`config.mk`:
```
export PLATFORM = sky130hd
export DESIGN_NAME = bus_turnaround_ctrl
export DESIGN_NICKNAME = d
export VERILOG_FILES = /design/src/rtl/bus_ctrl_pkg.sv /design/src/rtl/bus_rr_arb2.sv /design/src/rtl/bus_turnaround_ctrl.sv
export SDC_FILE = /design/constraint.sdc
export NUM_CORES = 1
export LEC_CHECK = 0
export ABC_AREA = 0
export BUFFER_PORTS_ARGS = -buffer_cell sky130_fd_sc_hd__buf_2
export CAP_MARGIN = 0
export CORE_UTILIZATION = 55
export CTS_BUF_LIST = sky130_fd_sc_hd__clkbuf_16
export CTS_CLUSTER_DIAMETER = 40
export DETAILED_ROUTE_END_ITERATION = 12
export HOLD_SLACK_MARGIN = 0.1
export MAX_ROUTING_LAYER = met4
export PLACE_DENSITY = 0.79
export SYNTH_ARGS = -nofsm -noshare
export SYNTH_HDL_FRONTEND = slang
export SYNTH_SLANG_ARGS = --single-unit
```
`constraint.sdc`:
```
create_clock -name clk -period 3.15 [get_ports clk]
set_clock_uncertainty 0.15 [all_clocks]
set_input_delay 0.4725 -clock clk [delete_from_list [all_inputs] [get_ports clk]]
set_output_delay 0.4725 -clock clk [all_outputs]
set_load 0.02 [all_outputs]
```
`src/rtl/bus_ctrl_pkg.sv`:
```
// Shared types for the bidirectional bus turnaround controller.
// Holds the FSM state encoding, the side encoding and the turn counter width.
package bus_ctrl_pkg;

  typedef enum logic [1:0] {IDLE, DRV_A, DRV_B, TURN} state_t;
  typedef enum logic {SIDE_A, SIDE_B} side_t;

  localparam int TURN_CYCLES_DEF = 2;
  localparam int TURN_W          = $clog2(TURN_CYCLES_DEF + 1);

  // Turn counter width for a given gap length; never below one bit.
  function automatic int turn_w(input int n);
    return (n < 1) ? 1 : $clog2(n + 1);
  endfunction

endpackage

```
`src/rtl/bus_rr_arb2.sv`:
```
// Two-way round-robin picker: on a tie the side that did not own the bus last wins.
// o_gnt is one-hot, bit 0 = side A, bit 1 = side B; all zero when nobody asks.
module bus_rr_arb2
  import bus_ctrl_pkg::*;
(
  input  logic [1:0] i_req,
  input  side_t      i_last,
  output logic [1:0] o_gnt
);

  always_comb begin
    o_gnt = 2'b00;
    if (i_req == 2'b11) begin
      o_gnt = (i_last == SIDE_A) ? 2'b10 : 2'b01;
    end else begin
      o_gnt = i_req;
    end
  end

endmodule

```
`src/rtl/bus_turnaround_ctrl.sv`:
```
// Sequencer for a shared bidirectional bus: grants bursts to side A or B, drives the
// per-side output enables and inserts a both-low turnaround gap after every unchained burst.
module bus_turnaround_ctrl
  import bus_ctrl_pkg::*;
#(
  parameter int LEN_W       = 8,
  parameter int TURN_CYCLES = TURN_CYCLES_DEF
) (
  input  logic             clk,
  input  logic             rstn,
  input  logic             a_req,
  input  logic [LEN_W-1:0] a_len,
  input  logic             b_req,
  input  logic [LEN_W-1:0] b_len,
  output logic             a_gnt,
  output logic             a_done,
  output logic             b_gnt,
  output logic             b_done,
  output logic             oe_a,
  output logic             oe_b,
  output logic             busy,
  output logic             turn,
  output state_t           dbg_state
);

  localparam int             TCW       = turn_w(TURN_CYCLES);
  localparam logic [TCW-1:0] TURN_LOAD = TCW'(TURN_CYCLES - 1);

  state_t           r_state;
  side_t            r_last;
  logic [LEN_W-1:0] r_cnt;
  logic [TCW-1:0]   r_tcnt;

  logic [1:0]       w_pick;
  logic             w_own_req;
  logic             w_oth_req;
  logic [LEN_W-1:0] w_own_len;
  logic             w_chain;

  bus_rr_arb2 u_arb (
    .i_req  ({b_req, a_req}),
    .i_last (r_last),
    .o_gnt  (w_pick)
  );

  // A burst chains only when its owner asks again and the other side is silent.
  always_comb begin
    w_own_req = (r_state == DRV_A) ? a_req : b_req;
    w_oth_req = (r_state == DRV_A) ? b_req : a_req;
    w_own_len = (r_state == DRV_A) ? a_len : b_len;
    w_chain   = (r_cnt == '0) && w_own_req && !w_oth_req;
  end

  assign dbg_state = r_state;

  always_ff @(posedge clk or negedge rstn) begin
    if (!rstn) begin
      r_state <= IDLE;
      r_last  <= SIDE_B;
      r_cnt   <= '0;
      r_tcnt  <= '0;
      a_gnt   <= 1'b0;
      a_done  <= 1'b0;
      b_gnt   <= 1'b0;
      b_done  <= 1'b0;
      oe_a    <= 1'b0;
      oe_b    <= 1'b0;
      busy    <= 1'b0;
      turn    <= 1'b0;
    end else begin
      a_gnt  <= 1'b0;
      a_done <= 1'b0;
      b_gnt  <= 1'b0;
      b_done <= 1'b0;
      case (r_state)
        IDLE: begin
          if (w_pick[0]) begin
            r_state <= DRV_A;
            r_last  <= SIDE_A;
            r_cnt   <= a_len;
            a_gnt   <= 1'b1;
            a_done  <= (a_len == '0);
            oe_a    <= 1'b1;
            busy    <= 1'b1;
          end else if (w_pick[1]) begin
            r_state <= DRV_B;
            r_last  <= SIDE_B;
            r_cnt   <= b_len;
            b_gnt   <= 1'b1;
            b_done  <= (b_len == '0);
            oe_b    <= 1'b1;
            busy    <= 1'b1;
          end
        end
        DRV_A, DRV_B: begin
          if (r_cnt != '0) begin
            r_cnt  <= r_cnt - LEN_W'(1);
            a_done <= (r_state == DRV_A) && (r_cnt == LEN_W'(1));
            b_done <= (r_state == DRV_B) && (r_cnt == LEN_W'(1));
          end else if (w_chain) begin
            r_cnt  <= w_own_len;
            a_gnt  <= (r_state == DRV_A);
            b_gnt  <= (r_state == DRV_B);
            a_done <= (r_state == DRV_A) && (w_own_len == '0);
            b_done <= (r_state == DRV_B) && (w_own_len == '0);
          end else begin
            r_state <= TURN;
            r_tcnt  <= TURN_LOAD;
            oe_a    <= 1'b0;
            oe_b    <= 1'b0;
            turn    <= 1'b1;
          end
        end
        TURN: begin
          if (r_tcnt == '0) begin
            r_state <= IDLE;
            turn    <= 1'b0;
            busy    <= 1'b0;
          end else begin
            r_tcnt <= r_tcnt - TCW'(1);
          end
        end
        default: r_state <= IDLE;
      endcase
    end
  end

endmodule
```
* Word level (Yosys, flattened, before mapping)
Cells that the tools add are included.
** Cells by class
- Add/sub/neg operators :: 2
- Multiply operators :: 0
- Div/mod/pow operators :: 0
- Magnitude comparators :: 0
- Eq/ne operators :: 14
- Shift operators :: 0
- Muxes and demuxes :: 52
- Bitwise operators :: 0
- Reduce and logical (&&, ||, !) cells :: 27
** Operator list (count)
- $mux W8 :: 5
- $logic_not A8 Y1 :: 4
- $mux W1 :: 26
- $mux W2 :: 10
- $pmux W1 S2 :: 8
- $pmux W8 S2 :: 1
- $reduce_and A4 Y1 :: 4
- $ne A2 B2 Y1 const B :: 5
- $eq A8 B1 Y1 const B :: 1
- $reduce_bool A2 Y1 :: 4
- $reduce_bool A8 Y1 :: 1
- $sub A8 B1 Y8 const B :: 1
- $eq A2 B2 Y1 const B :: 3
- $logic_and A1 B1 Y1 :: 6
- $pmux W2 S3 :: 1
- $reduce_and A3 Y1 :: 2
- $reduce_and A5 Y1 :: 1
- $logic_not A2 Y1 :: 2
- $ne A2 B1 Y1 const B :: 2
- $pmux W2 S2 :: 1
- $ne A3 B1 Y1 const B :: 1
- $ne A3 B3 Y1 const B :: 1
- $eq A2 B1 Y1 const B :: 1
- $reduce_and A2 Y1 :: 1
- 3 further kinds :: 3
** Storage, ports and cells
- Register bits :: 21
- Latch bits :: 0
- Bits in writable memories :: 0
- ROM bits :: 0
- Bits of input ports :: 20
- Word-level logic and storage cells :: 107
- Memories :: 0

* Logic depth before layout (Yosys ltp)
Gate-level depths: netlist of run 1.
- Depth after elaboration :: 7
- Mapped depth :: 9
- Mapped depth without buffers :: 7

* Hierarchy
Synthesis of run 1 repeated with hierarchy kept, for this count alone.
** Unflattened totals
- Cells, all modules :: 178
- Area, all modules :: 1687.9 µm²
** By module, submodules not included
- bus_turnaround_ctrl :: instances 1, cells an instance 175, area an instance 1669.1 µm², sequential area each 526.8 µm²
- bus_rr_arb2 :: instances 1, cells an instance 3, area an instance 18.8 µm², sequential area each 0.0 µm²

* Worst setup path before layout of run 1
Ideal clock, no wire load.
- Kind :: register -> register
- Start :: register r_state[1] (netlist: dbg_state[1])
- End :: register r_cnt[0]
- Setup time :: 124 ps
- Arrival :: 2206 ps
- Slack :: 670 ps
- Stages on the path, launching flop included :: 10
- Buffers on the path :: 2
- Cells stage by stage :: dfrtp_1 -> inv_1 -> ha_1 -> clkbuf_1 -> and3b_1 -> or2_2 -> o21ai_1 -> clkbuf_1 -> nand2_1 -> o31a_1
** Between the ends
- Word-level cells in the longest chain between the ends :: 6
** RTL lines
- start, declared :: line bus_turnaround_ctrl.sv:29 : state_t r_state;
- start signal, assigned :: line bus_turnaround_ctrl.sv:58 : r_state <= IDLE;
- start signal, assigned :: line bus_turnaround_ctrl.sv:78 : r_state <= DRV_A;
- start signal, assigned :: line bus_turnaround_ctrl.sv:86 : r_state <= DRV_B;
- $eq A2 B1 Y1
- $mux W1, on equally long branches :: line bus_turnaround_ctrl.sv:48, bus_turnaround_ctrl.sv:49
- $logic_and A1 B1 Y1 or $logic_not A1 Y1 (tied branches) :: line bus_turnaround_ctrl.sv:51 : w_chain = (r_cnt == '0) && w_own_req && !w_oth_req;
- $logic_and A1 B1 Y1 :: line bus_turnaround_ctrl.sv:51
- $ne A3 B3 Y1 (no source line)
- $reduce_and A3 Y1 (no source line)
- end signal, assigned :: line bus_turnaround_ctrl.sv:80 : r_cnt <= a_len;
- end signal, assigned :: line bus_turnaround_ctrl.sv:88 : r_cnt <= b_len;
- end signal, assigned :: line bus_turnaround_ctrl.sv:97 : r_cnt <= r_cnt - LEN_W'(1);
- end, declared :: line bus_turnaround_ctrl.sv:31 : logic [LEN_W-1:0] r_cnt;
Parallel ways exist; a longest one is shown, timed or not. The select of a mux whose other input is x is not followed.
A chain may end at the register's enable or synchronous reset.

* Final worst setup path of run 1
- Start :: register r_cnt[0]
- End :: register r_state[0] (netlist: dbg_state[0])
** Between the ends
- Word-level cells in the longest chain between the ends :: 5
** RTL lines (line)
- $logic_not A8 Y1 :: bus_turnaround_ctrl.sv:51
- $logic_and A1 B1 Y1 (2 in a row) :: bus_turnaround_ctrl.sv:51
- $ne A2 B2 Y1 (no source line)
- $reduce_and A4 Y1 (no source line) (*)
Mark *: on every way between the ends. The rest lies on a longest branch, timed or not.

==> parameters.txt, run 1 <==
Parameter                              Value

Floorplanning
  Floorplan die area ... 3140 sq um
  Horizontal die dimension ... between 50 and 60 um
  Vertical extent of the die ... ~56 um
  Area of the core region ... roughly 2800 sq um
  Count of boundary I/O pins ... 30
  Number of cell rows ... 19
  Starting utilization of the core area ... 58.3%

Clocking
  Source-to-sink clock delay at the later pin of the worst-skew pair ... 0.26 ns
  CTS clock-pin slew for the worst setup and hold paths ... about 0.060 ns
  Clock Tree Buf Depth ... 2
  Maximum level of the CTS H-tree ... 1
  Clock tree root buffer cell ... sky130_fd_sc_hd__clkbuf_16
  Count of clock tree sinks ... 21
  Clock tree from TritonCTS ... built
  Num CTS Buffers ... 3
  Number of gates resized after CTS ... 0

STA
  Setup Viol. Count Final ... 0
  Setup repair after global routing missed its margin ... false
  F_max ... ~0.39 GHz
  Minimum clock period after layout ... ~2.6 ns
  Slew HR ... 60.4%
  Slew at the pin closest to its max-slew limit ... slightly below 0.6 ns
  Post-route fraction of the period consumed by the critical path ... approximately four fifths
  Setup_tns ... 0 ns
  Count of endpoints failing hold in the final timing report ... 0
  Fin. max-slew vios ... 0
  Slack of the critical path ... ~0.60 ns

Logic synthesis
  Number of library cell types mapped by synthesis ... 52
  Mapped Area ... 1610 sq um
  Dominant register cell in the synthesized netlist ... sky130_fd_sc_hd__dfrtp_1
  Register area share after synthesis ... between 30 and 40%
  Cell taking the most area after synthesis ... sky130_fd_sc_hd__dfrtp_1
  Mean instance size in the synthesized netlist ... 8.68 sq um
  Async set-reset flop share out of synthesis ... 100%
  Cell types occupying the most area after synthesis ... sky130_fd_sc_hd__dfrtp_1 (31%), sky130_fd_sc_hd__ha_1 (7.0%), sky130_fd_sc_hd__mux2i_1 (6.9%)
  Mapped Cells ... between 150 and 200
  Synth top area share ... a little under a third
  Flip-flop and latch count after synthesis ... 21
  Synth Warn # ... 0
  Synth Net Count ... between 200 and 250
  Count of flip-flops with a built-in enable after synthesis ... 0

Finish
  ANT cells ... 0
  Final Net Count ... roughly 250
  Post-synthesis to final-layout area growth ... 16.8%
  Non-Filler Cell Area, Final ... between 1500 and 2000 sq um
  Most common cell after layout, fill and taps aside ... sky130_fd_sc_hd__buf_2
  Number of fillers in the final layout ... ~230
  Share of layout cells above drive strength 1 ... ~22%
  Commonest cells after routing, fill and taps aside ... sky130_fd_sc_hd__buf_2 (29), sky130_fd_sc_hd__dfrtp_1 (20), sky130_fd_sc_hd__nand2_1 (18), sky130_fd_sc_hd__o21ai_0 (15), sky130_fd_sc_hd__inv_1 (12)

Routing
  Router iterations before antenna repair ... 5
  Routed vias ... 1585
  Detail Route Antenna Nets ... 0
  Detailed Route WL ... about 4200 um
  Drt via density ... 6.44
  DRT iter0 DRCs ... between 70 and 80
  Final routed DRC violation total ... 0
  Routed wire per std cell ... between 15 and 20 um

Power
  Leakage component of the power ... roughly 0.83 nW
  Maximum VDD drop ... about 0.94 mV
  Switching Fraction ... between 40% and 50%
  NetSw ... between 0.0009 and 0.001 W
  Sequential share of power ... 25.2%
  Cell Pwr Density ... around 1100 nW/um^2
  Clock network fraction of design power ... 14.1%
  P_int ... around 0.0010 W
  Combinational fraction of design power ... 60.7%

GRT
  Overall track demand over capacity in global routing ... between 20% and 30%
  Gr ovfl total ... 0
  Global-route wire length before repair ... between 7000 and 8000 um
  Antenna violations before repair ... 0
  Maximum number of pins on one net before global-route repair ... 23
  Via count of the first global-routing pass ... around 1500

Setup path
  Register-to-register path setup slack ... approximately 0.6 ns
  Critical-path maximum fanout ... 7
  Crit path capture type ... flip-flop
  Critical path startpoint category ... flip-flop
  Data arrival at the endpoint of the critical path ... between 2 and 3 ns
  Crit path kind ... flip-flop to flip-flop
  Data required time of the critical path ... roughly 3.1 ns

Placed design
  Quantity of I/O buffers inserted on ports ... 29
  Worst slack at placement ... roughly 0.63 ns
  Post-detailed-placement half-perimeter wirelength ... 3140 um
  Routability Congestion ... around 0.95
  Placed standard-cell area ... 1790 sq um

Flow run
  Number of maximum-capacitance violations ... 0

Worst hold path
  Hold Path Class ... primary input to flip-flop

Run status
  Status ... finished, final reports clean
[path summary, 6_finish.rpt]
kind	startpoint	cells after the start	to
max reg2reg	r_cnt[0]	6	dbg_state[0]
min	b_len[7]	2	b_done
min in group asynchronous	rstn	2	oe_b
min reg2reg	r_tcnt[1]	1	r_tcnt[1]
max	r_cnt[0]	6	dbg_state[0]
max in group asynchronous	rstn	2	r_last
[state kept, by name (all words and copies together), names as in the netlist]
name and cells:
oe_b 1, turn 1, dbg_state 2, b_gnt 1, r_cnt 8, busy 1, oe_a 1, b_done 1
r_tcnt 2, r_last 1, a_done 1, a_gnt 1
[synth_stat cells, drive strengths merged (2+ instances only)]
master and n:
a211oi 2, a21o 2, a21oi 8, a22o 2, a22oi 2, a31oi 2
clkbuf 7, dfrtp 20, ha 9, inv 12, mux2 4, mux2i 11
nand2 19, nand3 6, nand4 2, nor2 11, nor3 5, nor3b 4
nor4 6, o2111ai 3, o21a 2, o21ai 17, o22ai 2, o32a 2
o41ai 2, or2 2
[area by class of cell]
| cell class | instances | area (sq um) | share of cell area (%) |
|---|---|---|---|
| Clock buffer | 3 | 75.1 | 4.00 |
| Clock inverter | 1 | 5.00 | 0.267 |
| Inverter | 12 | 45.0 | 2.40 |
| Multi-Input combinational cell | 145 | 1010 | 53.7 |
| Sequential cell | 21 | 527 | 28.1 |
| Tap cell | 31 | 38.8 | 2.07 |
| Timing Repair Buffer | 33 | 178 | 9.47 |
[power by group through the flow]
| stage | registers, W | logic, W | clock network (W) |
|---|---|---|---|
| 6_report | 0.000497 | 0.00120 | 0.000279 |
| 2_1_floorplan | 0.000514 | 0.000857 | 0 |
| 4_1_cts | 0.000494 | 0.00118 | 0.000275 |
| 3_5_place_dp | 0.000498 | 0.00117 | 0 |
| 3_3_place_gp | 0.000493 | 0.00115 | 0 |
| 5_1_grt | 0.000514 | 0.00132 | 0.000288 |
[what timing repair did]
action,in CTS,in global routing
endpoints found under the setup margin,0,0
endpoints found under the hold margin,20,0
hold buffers,1,0
setup buffers,0,0
[worst max-delay path, stage by stage, from the launching register on]
cell and delay, ns:
sky130_fd_sc_hd__dfrtp_1 0.41, sky130_fd_sc_hd__inv_1 0.10, sky130_fd_sc_hd__ha_1 0.26, sky130_fd_sc_hd__or3b_1 0.49
sky130_fd_sc_hd__o41ai_4 0.55, sky130_fd_sc_hd__nand2_2 0.13, sky130_fd_sc_hd__mux2_1 0.34
[kinds of logic after synthesis]
kind of cell	count (synthesis)	synth area share [%]
adders and majority gates	9	7.01
buffers and inverters	19	4.44
muxes	15	9.66
AOI/OAI and AO/OA	56	24.8
and+or+nand+nor	65	21.3
DFF	21	32.8
[per-stage QoR]
step	util, %	total power (W)	hold WS (ns)	std cells
6_report	68.1	0.00198	0.306	246
5_1_grt	68.1	0.00212	0.312	246
4_1_cts	68.1	0.00195	0.307	246
3_5_place_dp	64.8	0.00167	0.316	241
3_3_place_gp	64.8	0.00164	0.304	241
2_1_floorplan	-	0.00137	0.0269	185
[metal layers]
layer	track usage, %	share of wire (%)	up-vias
li1	-	-	758
met1	39.4	44	730
met2	45.6	46	86
met3	5.58	7.5	11
met4	8.71	1.8	0
met5	-	0	-
(Power assumes the default switching activity.)
==> run 2, diff against run 1 <==
--- a/config.mk
+++ b/config.mk
@@ -5,16 +5,16 @@
 export SDC_FILE = /design/constraint.sdc
 export NUM_CORES = 1
 export LEC_CHECK = 0
-export ABC_AREA = 0
+export ABC_AREA = 1
 export BUFFER_PORTS_ARGS = -buffer_cell sky130_fd_sc_hd__buf_2
 export CAP_MARGIN = 0
-export CORE_UTILIZATION = 55
+export CORE_UTILIZATION = 51
 export CTS_BUF_LIST = sky130_fd_sc_hd__clkbuf_16
 export CTS_CLUSTER_DIAMETER = 40
 export DETAILED_ROUTE_END_ITERATION = 12
 export HOLD_SLACK_MARGIN = 0.1
 export MAX_ROUTING_LAYER = met4
-export PLACE_DENSITY = 0.79
+export PLACE_DENSITY = 0.76
 export SYNTH_ARGS = -nofsm -noshare
 export SYNTH_HDL_FRONTEND = slang
 export SYNTH_SLANG_ARGS = --single-unit
==> constraint.sdc (replaced) <==
create_clock -name clk -period 2.2 [get_ports clk]
set_clock_uncertainty 0.15 [all_clocks]
set_input_delay 0.33 -clock clk [delete_from_list [all_inputs] [get_ports clk]]
set_output_delay 0.33 -clock clk [all_outputs]
set_load 0.02 [all_outputs]
==> run 2 against run 1 <==
  * Cell area up 8.7%
  * Worst setup slack got worse by 0.39 ns
  * Clock power is 37% higher
==> parameters.txt, run 2 <==
Parameter                              Value

STA
  Slew at the pin closest to its max-slew limit ... 0.490 ns (-0.104 ns)
  Count of endpoints failing hold in the final timing report ... 0 (unchanged)
  Slack of the critical path ... 0.215 ns (-0.385 ns)
  Setup_tns ... 0 ns (unchanged)
  Post-route fraction of the period consumed by the critical path ... 90.2% (+9.3 points)
  F_max ... 0.504 GHz (+28%)
  Slew HR ... 67.3% (+6.9 points)
  Setup repair after global routing missed its margin ... false
  Fin. max-slew vios ... 0 (unchanged)
  Minimum clock period after layout ... 1.99 ns (-0.565 ns)
  Setup Viol. Count Final ... 0 (unchanged)

GRT
  Global-route wire length before repair ... 7270 um (+3.3%)
  Via count of the first global-routing pass ... 1649 (+10%)
  Gr ovfl total ... 0 (unchanged)
  Overall track demand over capacity in global routing ... 27.6% (-1.8 points)
  Maximum number of pins on one net before global-route repair ... 22 (-4.3%)
  Antenna violations before repair ... 0 (unchanged)

Floorplanning
  Starting utilization of the core area ... 55.9% (-2.4 points)
  Count of boundary I/O pins ... 30 (unchanged)
  Floorplan die area ... 3690 sq um (+18%)
  Number of cell rows ... 20 (+1)
  Area of the core region ... 3150 sq um (+14%)
  Vertical extent of the die ... 60.8 um (+8.4%)
  Horizontal die dimension ... 60.8 um (+8.4%)

Routing
  Final routed DRC violation total ... 0 (unchanged)
  DRT iter0 DRCs ... 105 (+42%)
  Drt via density ... 5.11 (-21%)
  Routed wire per std cell ... 12.5 um (-27%)
  Detail Route Antenna Nets ... 0 (unchanged)
  Router iterations before antenna repair ... 4 (-1)
  Detailed Route WL ... 4380 um (+4.2%)
  Routed vias ... 1792 (+13%)

Setup path
  Reg-to-reg startpoint ... dbg_state[0]
  Timing endpoint of the critical path ... r_cnt[6]
  R2r worst-path depth ... 8 (+2)
  Critical path startpoint category ... flip-flop
  Data arrival at the endpoint of the critical path ... 2.03 ns (-0.51 ns)
  Crit path capture type ... flip-flop
  Critical-path maximum fanout ... 6 (-1)
  Data required time of the critical path ... 2.25 ns (-0.89 ns)
  Worst setup path startpoint ... dbg_state[0]
  R2R Path End ... r_cnt[6]
  Register-to-register path setup slack ... 0.21 ns (-0.39 ns)
  Crit path kind ... flip-flop to flip-flop

Placed design
  Worst slack at placement ... 0.167 ns (-0.460 ns)
  Placed standard-cell area ... 1950 sq um (+9.1%)
  Routability Congestion ... 0.925 (-2.6%)
  Quantity of I/O buffers inserted on ports ... 29 (unchanged)
  Post-detailed-placement half-perimeter wirelength ... 3430 um (+9.3%)

Logic synthesis
  Synth Warn # ... 0 (unchanged)
  Synth top area share ... 28.4% (-2.7 points)
  Cell taking the most area after synthesis ... sky130_fd_sc_hd__dfrtp_1
  Register area share after synthesis ... 29.9% (-2.9 points)
  Mapped Area ... 1760 sq um (+9.7%)
  Dominant register cell in the synthesized netlist ... sky130_fd_sc_hd__dfrtp_1
  Flip-flop and latch count after synthesis ... 21 (unchanged)
  Mean instance size in the synthesized netlist ... 6.41 sq um (-26%)
  Number of library cell types mapped by synthesis ... 28 (-46%)
  Leading post-synthesis cells by instance count ... sky130_fd_sc_hd__nand2_1 (103), sky130_fd_sc_hd__inv_1 (42), sky130_fd_sc_hd__nor2_1 (22)
  Most common cell in the netlist ... sky130_fd_sc_hd__nand2_1
  Async set-reset flop share out of synthesis ... 100% (unchanged)
  Count of flip-flops with a built-in enable after synthesis ... 0 (unchanged)
  Mapped Cells ... 275 (+49%)
  Synth Net Count ... 304 (+42%)
  Cell types occupying the most area after synthesis ... sky130_fd_sc_hd__dfrtp_1 (28%), sky130_fd_sc_hd__nand2_1 (22%), sky130_fd_sc_hd__inv_1 (8.9%)

Clocking
  CTS clock-pin slew for the worst setup and hold paths ... 0.06 ns (about the same)
  Post-CTS setup-driven buffer insertion count ... 0 (unchanged)
  Count of clock tree sinks ... 21 (unchanged)
  Clock tree from TritonCTS ... built
  Clock tree root buffer cell ... sky130_fd_sc_hd__clkbuf_16
  Source-to-sink clock delay at the later pin of the worst-skew pair ... 0.25 ns (about the same)
  Num CTS Buffers ... 3 (unchanged)
  Maximum level of the CTS H-tree ... 1 (unchanged)
  Clock Tree Buf Depth ... 2 (unchanged)

Finish
  Largest register FFs ... 8 (unchanged)
  Final Net Count ... 337 (+38%)
  Non-Filler Cell Area, Final ... 2040 sq um (+8.7%)
  Post-synthesis to final-layout area growth ... 15.8%
  Most common cell after layout, fill and taps aside ... sky130_fd_sc_hd__nand2_1
  Register cell area after layout ... 527 sq um (unchanged)
  Share of layout cells above drive strength 1 ... 16.6% (-5.2 points)
  Commonest cells after routing, fill and taps aside ... sky130_fd_sc_hd__nand2_1 (103), sky130_fd_sc_hd__inv_1 (43), sky130_fd_sc_hd__buf_2 (29), sky130_fd_sc_hd__nor2_1 (21)
  Footprint of the multi-input gates ... 1020 sq um (+1.4%)
  Register ranked first by flip-flop count ... r_cnt
  ANT cells ... 0 (unchanged)
  Number of fillers in the final layout ... 320 (+42%)
  Utilization of the core after routing ... 64.7% (-3.3 points)

Power
  Leakage component of the power ... 1.17 nW (+42%)
  Maximum VDD drop ... 1.03 mV (+9.5%)
  Cell Pwr Density ... 1490 nW/um^2 (+41%)

Run status
  Status ... finished, final reports clean

Worst hold path
  Worst hold stages ... 4 (+2)
  Hold Path Class ... primary input to flip-flop

Flow run
  Number of maximum-capacitance violations ... 0 (unchanged)
run 2: changes by cell type in the layout (fill, tap and decap cells not counted), moves of 3 or more:
cell,delta
sky130_fd_sc_hd__mux2i_1,-11
sky130_fd_sc_hd__nand2_1,+85
sky130_fd_sc_hd__o21ai_0,-5
sky130_fd_sc_hd__nand3_1,+14
sky130_fd_sc_hd__nor3b_1,-4
sky130_fd_sc_hd__o211ai_1,+12
sky130_fd_sc_hd__nor3_1,-5
sky130_fd_sc_hd__inv_1,+31
sky130_fd_sc_hd__a21oi_1,-3
sky130_fd_sc_hd__o2111ai_1,-3
sky130_fd_sc_hd__mux2_2,-3
sky130_fd_sc_hd__nor2_1,+11
run 2: how the worst min path moves through the flow:
stage,start,end,slack (ns)
2_1_floorplan,rstn,a_done,-0.12
3_3_place_gp,rstn,r_cnt[1],0.17
3_5_place_dp,rstn,r_cnt[1],0.17
4_1_cts,b_len[6],b_done,0.23
5_1_grt,b_len[7],b_done,0.26
6_report,b_len[7],b_done,0.22
run 2: cell type report:
class	instances	area share, %
inverters	44	8.09
repair buffers	35	9.44
clock inverters	1	0.184
flip-flops and latches	21	25.8
clock buffers	3	3.68
multi-input cells	203	50.1
well taps	44	2.70
run 2: power by group:
part,internal [W],switching [W],total (W)
Clock,0.000242,0.000140,0.000382
Combinational,0.000667,0.00128,0.00195
Sequential,0.000580,0.000129,0.000710
Total,0.00149,0.00155,0.00304
run 2: metrics by stage:
stage	hold slack, ns	power [W]	instances
6_report	0.224	0.00304	351
3_3_place_gp	0.167	0.00260	346
4_1_cts	0.225	0.00303	351
2_1_floorplan	-0.116	0.00217	275
5_1_grt	0.258	0.00335	351
3_5_place_dp	0.170	0.00263	346
run 2: what timing repair did:
action | 4_1_cts | 5_1_grt
setup endpoints to repair | 0 | 6
resized for setup | 0 | 1
hold endpoints to repair | 20 | 0
hold buffers | 1 | 0
run 2: critical path, stage by stage, from the launching register on:
cell                      delay, ns
sky130_fd_sc_hd__dfrtp_1       0.44
sky130_fd_sc_hd__inv_1         0.11
sky130_fd_sc_hd__ha_1          0.31
sky130_fd_sc_hd__inv_1         0.12
sky130_fd_sc_hd__nor3_2        0.40
sky130_fd_sc_hd__nand3_1       0.16
sky130_fd_sc_hd__nand2_1       0.09
sky130_fd_sc_hd__o21ai_0       0.08
sky130_fd_sc_hd__nand2_1       0.07
run 2: cells by family after synthesis:
logic type | share of synthesized area (%)
xor+xnor | 0.497
flops | 29.9
simple gates | 39.3
buf+inv | 12.2
fa+ha+maj | 6.39
compound gates | 11.7
run 2: metal layers:
| metal | GRT usage (%) | wire [um] | up-vias |
|---|---|---|---|
| met5 | - | 0 | - |
| met4 | 7.47 | 49 | 0 |
| met3 | 3.62 | 239 | 7 |
| met2 | 44.3 | 1990 | 58 |
| met1 | 36.6 | 2100 | 798 |
| li1 | - | - | 929 |
